## src/rtl/cpu_pkg.sv

```systemverilog
// cpu_pkg: shared ALU opcode and execute-stage state types
package cpu_pkg;
  typedef enum logic [3:0] {
    ADD = 4'd0, SUB = 4'd1, AND = 4'd2, OR = 4'd3, XOR = 4'd4, NOT = 4'd5,
    PASS = 4'd6, SHL = 4'd7, SHR = 4'd8, MUL = 4'd9, CMP = 4'd10
  } alu_op_t;
  typedef enum logic [1:0] {S_IDLE, S_MUL, S_DONE} exec_state_t;
endpackage

```

## src/rtl/execute_unit_if.sv

```systemverilog
// execute_unit_if: issue handshake and register-file write-back bundle
interface execute_unit_if #(parameter int REG_ADDR_WIDTH = 4, parameter int DATA_WIDTH = 8);
  logic in_valid;
  logic in_ready;
  logic [3:0] op;
  logic [DATA_WIDTH-1:0] opa;
  logic [DATA_WIDTH-1:0] opb;
  logic [REG_ADDR_WIDTH-1:0] rd;
  logic rd_we;
  logic wb_en;
  logic [REG_ADDR_WIDTH-1:0] wb_reg;
  logic [DATA_WIDTH-1:0] wb_data;
  logic flag_z;
  logic flag_c;
  logic flag_n;
  logic busy;
  modport master (output in_valid, op, opa, opb, rd, rd_we,
                  input in_ready, wb_en, wb_reg, wb_data, flag_z, flag_c, flag_n, busy);
  modport slave (input in_valid, op, opa, opb, rd, rd_we,
                 output in_ready, wb_en, wb_reg, wb_data, flag_z, flag_c, flag_n, busy);
endinterface

```

## src/rtl/execute_unit_alu_core.sv

```systemverilog
// alu_core: combinational single-cycle ALU ops; MUL and undefined opcodes yield 0
module alu_core import cpu_pkg::*; #(parameter int W = 8) (
  input  alu_op_t        op,
  input  logic [W-1:0]   a,
  input  logic [W-1:0]   b,
  output logic [W-1:0]   result,
  output logic           carry
);
  logic [W:0] sum;
  logic [W:0] diff;
  assign sum = {1'b0, a} + {1'b0, b};
  assign diff = {1'b0, a} - {1'b0, b};
  always_comb begin
    result = '0;
    carry = 1'b0;
    case (op)
      ADD:      {carry, result} = sum;
      SUB, CMP: {carry, result} = diff;
      AND:      result = a & b;
      OR:       result = a | b;
      XOR:      result = a ^ b;
      NOT:      result = ~a;
      PASS:     result = b;
      SHL:      {carry, result} = {a, 1'b0};
      SHR:      {result, carry} = {1'b0, a};
      default:  ;
    endcase
  end
endmodule

```

## src/rtl/execute_unit.sv

```systemverilog
// execute_unit: execute stage with FSM, iterative shift-add MUL and write-back pulse
module execute_unit import cpu_pkg::*; #(
  parameter int REG_ADDR_WIDTH = 4,
  parameter int DATA_WIDTH = 8
) (
  input logic clk,
  input logic rst,
  execute_unit_if.slave bus
);
  localparam int W = DATA_WIDTH;
  localparam int CW = $clog2(W);
  exec_state_t state, state_nx;
  alu_op_t op_q;
  logic [W-1:0] a_q, b_q, wb_data_q, alu_res, res;
  logic [REG_ADDR_WIDTH-1:0] rd_q, wb_reg_q;
  logic rd_we_q, alu_c, res_c, accept, last, wb;
  logic [2*W-1:0] acc;
  logic [CW-1:0] cnt;
  logic [2:0] flags_q, flags_nx;
  assign accept = bus.in_valid && state == S_IDLE;
  assign last = cnt == CW'(W - 1);
  always_ff @(posedge clk or posedge rst)
    if (rst) state <= S_IDLE;
    else state <= state_nx;
  always_comb begin
    state_nx = state == S_IDLE ? (accept ? (alu_op_t'(bus.op) == MUL ? S_MUL : S_DONE) : S_IDLE) :
               state == S_MUL  ? (last ? S_DONE : S_MUL) : S_IDLE;
  end
  always_ff @(posedge clk or posedge rst) begin
    if (rst) begin
      op_q <= ADD;
      a_q <= '0;
      b_q <= '0;
      rd_q <= '0;
      rd_we_q <= 1'b0;
      acc <= '0;
      cnt <= '0;
      wb_reg_q <= '0;
      wb_data_q <= '0;
      flags_q <= '0;
    end else begin
      if (accept) begin
        op_q <= alu_op_t'(bus.op);
        a_q <= bus.opa;
        b_q <= bus.opb;
        rd_q <= bus.rd;
        rd_we_q <= bus.rd_we;
        acc <= '0;
        cnt <= '0;
      end
      if (state == S_MUL) begin
        acc <= acc + (a_q[cnt] ? {{W{1'b0}}, b_q} << cnt : '0);
        cnt <= last ? '0 : cnt + CW'(1);
      end
      if (state == S_DONE) begin
        flags_q <= flags_nx;
        if (rd_we_q) begin
          wb_reg_q <= rd_q;
          wb_data_q <= res;
        end
      end
    end
  end
  alu_core #(.W(W)) u_alu (.op(op_q), .a(a_q), .b(b_q), .result(alu_res), .carry(alu_c));
  // MUL result lives in the accumulator; overflow is any bit in its high half
  assign res = op_q == MUL ? acc[W-1:0] : alu_res;
  assign res_c = op_q == MUL ? |acc[2*W-1:W] : alu_c;
  assign flags_nx = {res == '0, res_c, res[W-1]};
  always_comb begin
    wb = state == S_DONE && rd_we_q;
    bus.in_ready = state == S_IDLE;
    bus.busy = state != S_IDLE;
    bus.wb_en = wb;
    bus.wb_reg = wb ? rd_q : wb_reg_q;
    bus.wb_data = wb ? res : wb_data_q;
    {bus.flag_z, bus.flag_c, bus.flag_n} = state == S_DONE ? flags_nx : flags_q;
  end
endmodule

```

## src/flat_wrapper.sv

```systemverilog
// flat-port wrapper written by rule: the top's interface ports become plain ports
module execute_unit_flat import cpu_pkg::*;
#(
  parameter int REG_ADDR_WIDTH = 4,
  parameter int DATA_WIDTH = 8
)
  (clk, rst, bus_in_valid, bus_op, bus_opa, bus_opb, bus_rd, bus_rd_we, bus_in_ready, bus_wb_en, bus_wb_reg, bus_wb_data, bus_flag_z, bus_flag_c, bus_flag_n, bus_busy);
  execute_unit_if #(.REG_ADDR_WIDTH(REG_ADDR_WIDTH), .DATA_WIDTH(DATA_WIDTH)) bus_i ();
  input logic clk;
  input logic rst;
  input wire logic [$bits(bus_i.in_valid)-1:0] bus_in_valid;
  input wire logic [$bits(bus_i.op)-1:0] bus_op;
  input wire logic [$bits(bus_i.opa)-1:0] bus_opa;
  input wire logic [$bits(bus_i.opb)-1:0] bus_opb;
  input wire logic [$bits(bus_i.rd)-1:0] bus_rd;
  input wire logic [$bits(bus_i.rd_we)-1:0] bus_rd_we;
  output wire logic [$bits(bus_i.in_ready)-1:0] bus_in_ready;
  output wire logic [$bits(bus_i.wb_en)-1:0] bus_wb_en;
  output wire logic [$bits(bus_i.wb_reg)-1:0] bus_wb_reg;
  output wire logic [$bits(bus_i.wb_data)-1:0] bus_wb_data;
  output wire logic [$bits(bus_i.flag_z)-1:0] bus_flag_z;
  output wire logic [$bits(bus_i.flag_c)-1:0] bus_flag_c;
  output wire logic [$bits(bus_i.flag_n)-1:0] bus_flag_n;
  output wire logic [$bits(bus_i.busy)-1:0] bus_busy;
  assign bus_i.in_valid = bus_in_valid;
  assign bus_i.op = bus_op;
  assign bus_i.opa = bus_opa;
  assign bus_i.opb = bus_opb;
  assign bus_i.rd = bus_rd;
  assign bus_i.rd_we = bus_rd_we;
  assign bus_in_ready = bus_i.in_ready;
  assign bus_wb_en = bus_i.wb_en;
  assign bus_wb_reg = bus_i.wb_reg;
  assign bus_wb_data = bus_i.wb_data;
  assign bus_flag_z = bus_i.flag_z;
  assign bus_flag_c = bus_i.flag_c;
  assign bus_flag_n = bus_i.flag_n;
  assign bus_busy = bus_i.busy;
  execute_unit #(.REG_ADDR_WIDTH(REG_ADDR_WIDTH), .DATA_WIDTH(DATA_WIDTH)) u_core (.clk(clk), .rst(rst), .bus(bus_i));
endmodule
```

## config.mk

```make
export PLATFORM = sky130hd
export DESIGN_NAME = execute_unit_flat
export DESIGN_NICKNAME = d
export VERILOG_FILES = /design/src/rtl/cpu_pkg.sv /design/src/rtl/execute_unit_if.sv /design/src/rtl/execute_unit_alu_core.sv /design/src/rtl/execute_unit.sv /design/src/flat_wrapper.sv
export SDC_FILE = /design/constraint.sdc
export NUM_CORES = 1
export LEC_CHECK = 0
export ABC_CLOCK_PERIOD_IN_PS = 3500
export BUFFER_PORTS_ARGS = -buffer_cell sky130_fd_sc_hd__buf_2
export CORE_AREA = 2 2 102 104
export DETAILED_ROUTE_END_ITERATION = 8
export DIE_AREA = 0 0 104 106
export PLACE_DENSITY = 0.72
export REMOVE_ABC_BUFFERS = 1
export SLEW_MARGIN = 5
export SYNTH_ARGS = -nofsm -noshare
export SYNTH_HDL_FRONTEND = slang
export SYNTH_SLANG_ARGS = --single-unit
```

## constraint.sdc

```tcl
create_clock -name clk -period 3.5 [get_ports clk]
set_input_delay 0.175 -clock clk [delete_from_list [all_inputs] [get_ports clk]]
set_output_delay 0.175 -clock clk [all_outputs]
set_load 0.03 [all_outputs]
```

==> Yosys cells after proc, flatten, opt, wreduce, memory -nomap -nowiden <==
Cells that the tools add are included.
{ "totals": {"register_bits": 61, "inputBits": 28, "elab_cells": 65} }
{ "op_classes": {"add_sub_neg": 4, "magnitude_cmp": 1, "n_eq_ne": 14, "shifts": 1, "n_mux": 20, "bitwise": 4, "n_reduce_logical": 10} }
{ "ops": {"columns": ["operator", "n"], "rows": [
  ["8-bit one-hot mux with 9 select lines", 1],
  ["16-bit two-way mux", 3],
  ["16-bit adder", 1],
  ["4-bit by 3-bit equality test with 1-bit output (second input constant)", 4],
  ["4-bit equality test (second input constant)", 4],
  ["8-bit two-way mux", 2],
  ["8-bit by 3-bit left shift with 16-bit output", 1],
  ["3-bit two-way mux", 4],
  ["2-bit two-way mux", 5],
  ["8-bit by 8-bit adder with 9-bit output", 1],
  ["8-bit by 8-bit subtractor with 9-bit output", 1],
  ["8-bit bitwise AND", 1],
  ["4-bit by 2-bit equality test with 1-bit output (second input constant)", 2],
  ["8-bit zero test", 1],
  ["8-bit NOT", 1],
  ["8-bit bitwise OR", 1],
  ["8-bit OR reduction", 1],
  ["8-bit XOR", 1],
  ["4-bit by 1-bit equality test with 1-bit output (second input constant)", 1],
  ["4-bit zero test", 1],
  ["3-bit by 4-bit < comparator with 1-bit output (second input constant)", 1],
  ["4-bit two-way mux", 1],
  ["1-bit one-hot mux with 4 select lines", 1],
  ["2-bit nonzero test", 2],
  ["10 further kinds", 12]
]} }

==> Logic depth before layout (Yosys ltp) <==
{ "logic_depth": {"depth_word": 6, "ltp_mapped": 15} }

==> Modules after synthesis <==
From an unflattened synthesis, not the netlist that was laid out.
{ "unflattened": {"hier_cells": 638, "hier_area_um2": 5116.2} }
{ "modules_own_cells": {"columns": ["module", "n_inst", "cells_each", "area_each_um2", "seq_area_each_um2"], "rows": [
  ["execute_unit", 1, 422, 3575.9, 1526.5],
  ["alu_core", 1, 216, 1540.2, 0.0]
]} }

==> Least setup slack after synthesis <==
Ideal clock, no wire load.
{ "synth_timing": {"path_type": "reg-to-reg", "startpoint": "register u_core.cnt[0]", "endpoint": "register u_core.acc[14]", "setup_ps": 69, "arrival_ps": 3042, "t_required_ps": 3431, "path_slack_ps": 389, "stages_incl_launch_ff": 15, "synth_period_minus_slack_ps": 3111, "cell_sequence": "dfrtp_1 -> buf_2 -> mux4_2 -> nand2_1 -> and2_1 -> clkbuf_1 -> a211oi_1 -> ha_1 -> a21o_1 -> a21oi_1 -> o21ai_0 -> a21oi_1 -> nor2b_1 -> or4_1 -> nand3_1"} }
{ "synth_between": {"elab_chain_cells": 5} }
{ "synth_lines": {"columns": ["item", "line", "rtl"], "rows": [
  ["from (decl)", "execute_unit.sv:18", "logic [CW-1:0] cnt;"],
  ["from (signal assigned)", "execute_unit.sv:53", "cnt <= last ? '0 : cnt + CW'(1);"],
  ["1-bit binary-select mux with 3-bit select", "execute_unit.sv:52", "acc <= acc + (a_q[cnt] ? {{W{1'b0}}, b_q} << cnt : '0);"],
  ["1-bit two-way mux (not written as such)", "execute_unit.sv:52", null],
  ["16-bit two-way mux *", "execute_unit.sv:52", null],
  ["16-bit adder *", "execute_unit.sv:52", null],
  ["16-bit two-way mux *", "execute_unit.sv:51", "if (state == S_MUL) begin"],
  ["to (signal assigned)", "execute_unit.sv:52", null],
  ["to (decl)", "execute_unit.sv:17", "logic [2*W-1:0] acc;"]
]} }
Every way passes the cells marked *; elsewhere a longest branch is shown, timed or not. The select of a mux whose other input is x is not followed.
A chain may end at the register's enable or synchronous reset.

==> Final worst setup path <==
{ "layout_timing": {"startpoint": "register u_core.a_q[0]", "endpoint": "output port bus_flag_z"} }
{ "layout_between": {"elab_chain_cells": 5} }
{ "layout_lines": {"columns": ["item", "line", "rtl"], "rows": [
  ["from (decl)", "execute_unit.sv:14", "logic [W-1:0] a_q, b_q, wb_data_q, alu_res, res;"],
  ["from (signal assigned)", "execute_unit.sv:44", "a_q <= bus.opa;"],
  ["8-bit by 8-bit subtractor with 9-bit output (tied with other cells)", "execute_unit_alu_core.sv:12", "assign diff = {1'b0, a} - {1'b0, b};"],
  ["8-bit one-hot mux with 9 select lines *", "execute_unit_alu_core.sv:16", "case (op)"],
  ["8-bit two-way mux *", "execute_unit.sv:66", "assign res = op_q == MUL ? acc[W-1:0] : alu_res;"],
  ["8-bit zero test *", "execute_unit.sv:68", "assign flags_nx = {res == '0, res_c, res[W-1]};"],
  ["3-bit two-way mux *", "execute_unit.sv:76", "{bus.flag_z, bus.flag_c, bus.flag_n} = state == S_DONE ? flags_nx : flags_q;"],
  ["to (decl)", "flat_wrapper.sv:21", "output wire logic [$bits(bus_i.flag_z)-1:0] bus_flag_z;"]
]} }
Every way passes the cells marked *; elsewhere a longest branch is shown, timed or not.

==> results.sh <==
export IMPL_mostFrequentLayoutCells="nand2_1 (58), dfrtp_1 (57), buf_2 (44), o21ai_0 (40), ha_1 (39)"
export IMPL_route_vias_total=4407
export IMPL_peakVddDrop_uv=299
export IMPL_ys_seq_area_share_pct=31.6
export IMPL_period_needed_ps=3360
export IMPL_leakagePower_uw=0.00260
export IMPL_status="finished, violations left"
export IMPL_cts_sinks=61
export IMPL_rows=37
export IMPL_initialDrtViolationCount=250
export IMPL_start_util_pct=48.3
export IMPL_finalMaxSlewViolations=0
export IMPL_fin_setup_tns_ps=0
export IMPL_overflow=0
export IMPL_syn2layout_area_growth_pct=13.2
export IMPL_worstReg2RegStart="u_core.cnt[1]"
export IMPL_drt_total_wl_um=13200
export IMPL_synth_area_um2=4830
export IMPL_fp_dieArea_um2=11000
export IMPL_syn_area_per_cell_um2=8.71
export IMPL_required_ps=3320
export IMPL_yosys_warnings=0
export IMPL_hold_viol=9
export IMPL_start_kind="flip-flop"
export IMPL_violations="negative hold slack"
export IMPL_crit_path_top_delay_cell="fa_1"
export IMPL_wl_per_cell_um=17.8
export IMPL_htree_levels=3
export IMPL_critical_path_max_stage_delay_ps=450
export IMPL_place_gp_congestion=0.970
export IMPL_layout_drive_gt1_share_pct=21.1
export IMPL_critPathKind="flip-flop to output pin"
export IMPL_mostFrequentLayoutCell="nand2_1"
export IMPL_dp_cells=723
export IMPL_diodes=0
export IMPL_core_area_um2=10000
export IMPL_clock_latency_ps=350
export IMPL_max_slew_margin_pct=24.3
export IMPL_grt_use_total_pct=24.7
export IMPL_post_dp_hpwl_um=10000
export IMPL_drcViolationCount=0
export IMPL_crit_arrival_ps=3180
export IMPL_setup_viol=0
export IMPL_reg2reg_depth=14
export IMPL_whs_ps=-11.7
export IMPL_via_per_inst=5.94
export IMPL_hold_buffers=0
export IMPL_final_nets=673
export IMPL_ys_ff_latch=61
export IMPL_fillers=967
export IMPL_timing_final_crit_share_pct=96.0
export IMPL_grt_max_degree=42
export IMPL_tritoncts="yes"
export IMPL_r2r_end="u_core.acc[13]"
export IMPL_grt_pass1_wl_um=21800
export IMPL_antenna_found_initial=0
export IMPL_detail_route_antenna_nets=0
export IMPL_ios=46
export IMPL_die_x_um=104
export IMPL_critPathMaxFanout=6
export IMPL_port_buffers=45
export IMPL_maxCapViolCount=0
export IMPL_die_h_um=106
export IMPL_pre_cts_slack_ps=192
export IMPL_regToRegSetupSlack_ps=330
export IMPL_cts_root_buffer="clkbuf_8"
export IMPL_ys_async_sr_fraction_pct=100
export IMPL_synth_cells=554
export IMPL_clk_pin_slew_ps=80
export IMPL_grt_setup_unrepaired="false"
export IMPL_setup_worst_path_end_class="output pin"
export IMPL_fin_cells=742
export IMPL_cts_max_path_buffers=2
export IMPL_timing_fmax_mhz=298
export IMPL_numCtsBuffers=9
export IMPL_synth_edf_count=0
export IMPL_ys_flop_type="dfrtp_1"
export IMPL_grt_pass1_vias=4291
export IMPL_drt_first_pass_iters=7
export IMPL_hold_class="primary input to async pin"
export IMPL_ys_types=63
export IMPL_crit_chain="inv_1 -> ha_1 -> fa_1 -> o21bai_1 -> a21oi_1 -> o31ai_2 -> nor2_1 -> o22a_1 -> a311oi_2 -> a41o_1 -> clkbuf_4"
export IMPL_layout_setup_ws_ps=142
export IMPL_worst_pin_slew_ps=1140
export IMPL_p_total_uw=3220
export IMPL_fin_skew_ps=12.8
export IMPL_p_per_area_nw_per_um2=590
## worst max-delay path, delay by kind of cell, from the launching register on
family / cells / cell delay, ps
AO/OA/AOI/OAI: 6 / 1380
adder cells (fa/ha/maj): 2 / 660
buffers and inverters: 2 / 280
flip-flops: 1 / 430
AND/OR/NAND/NOR: 1 / 90
## worst max path at each step
stage                   startpoint              to  slack, ps  depth (start not counted)
floorplan            u_core.cnt[0]  u_core.acc[10]        210                         12
global placement     u_core.cnt[0]  u_core.acc[10]        250                         12
detailed placement   u_core.cnt[0]  u_core.acc[10]        190                         12
CTS                  u_core.b_q[0]      bus_flag_z          9                          9
global route        u_core.op_q[0]      bus_flag_z          6                          9
finish               u_core.a_q[0]      bus_flag_z        140                         11
## registers in the layout, summed over array words and instances (netlist names)
signal / flops
u_core.acc: 16
u_core.wb_data_q: 8
u_core.wb_reg_q: 4
u_core.rd_q: 4
u_core.cnt: 3
u_core.op_q: 4
u_core.state: 2
u_core.flags_q: 3
u_core.rd_we_q: 1
u_core.b_q: 8
u_core.a_q: 8
## through the flow
| stage | hold WS [ps] | cell area (µm²) | util (%) |
|---|---|---|---|
| global placement | 387 | 5220 | 52.2 |
| global route | 29.4 | 5460 | 54.6 |
| detailed placement | 394 | 5220 | 52.2 |
| finish | -11.7 | 5460 | 54.6 |
| CTS | 15.3 | 5420 | 54.2 |
| floorplan | 326 | 4690 | - |
## layer usage
metal | vias up | GRT usage [%] | wire length (µm)
met1 | 2165 | 32.6 | 5910
li1 | 2102 | - | -
met2 | 119 | 40.9 | 6390
met3 | 21 | 4.66 | 601
met5 | - | 0 | 0
met4 | 0 | 8.20 | 287
## layout make-up
cell class	count	area [µm²]	share of cell area [%]
Multi-Input combinational cell	433	3090	56.6
Sequential cell	61	1530	28.0
Timing Repair Buffer	66	385	7.05
Tap cell	136	170	3.11
Clock buffer	9	124	2.27
Inverter	30	113	2.06
Clock inverter	7	50.0	0.916
## logic make-up after synthesis
group | count (synthesis) | synth area share, %
xor gates and xnor gates | 14 | 2.54
DFF | 61 | 31.6
and+or+nand+nor | 182 | 18.1
AOI/OAI and AO/OA | 151 | 20.8
buffers and inverters | 60 | 5.08
adders and majority gates | 44 | 11.9
muxes | 42 | 9.93
## power by group
part           leakage (µW)  internal (µW)  switching [µW]
Combinational       0.00174            632            1000
Clock             0.0000937            260             319
Sequential         0.000770            851             155
Total               0.00260           1740            1480
## synth_stat cells, types with 4 or more instances
master    count  area share (%)
a22oi_1       7             1.1
xnor2_1       5            0.91
mux2_2       27             6.3
a21o_1        8             1.2
a211oi_1      4            0.62
nor3_1       14             1.5
o211a_1       4            0.83
clkbuf_1     18             1.4
and3_1        6            0.78
xor2_1        9             1.6
nand2_1      58             4.5
nor4_1        6            0.78
buf_2         7            0.73
ha_1         41              11
nor2_1       38             3.0
inv_1        29             2.3
dfrtp_1      61              32
o31ai_1       4            0.62
nor2b_1      10             1.3
mux2i_1      13             2.7
a21oi_1      36             3.7
nand3_1      28             2.9
o21ai_0      41             4.3
o22ai_1       5            0.65
nand2b_1      6            0.78
## what timing repair did
| action | CTS | global route |
|---|---|---|
| setup buffers | 0 | 3 |
| gates resized for setup | 3 | 10 |
| pin swaps | 0 | 3 |
| endpoints found under the setup margin | 1 | 10 |
No activity file was read; power rests on OpenSTA's default activity.
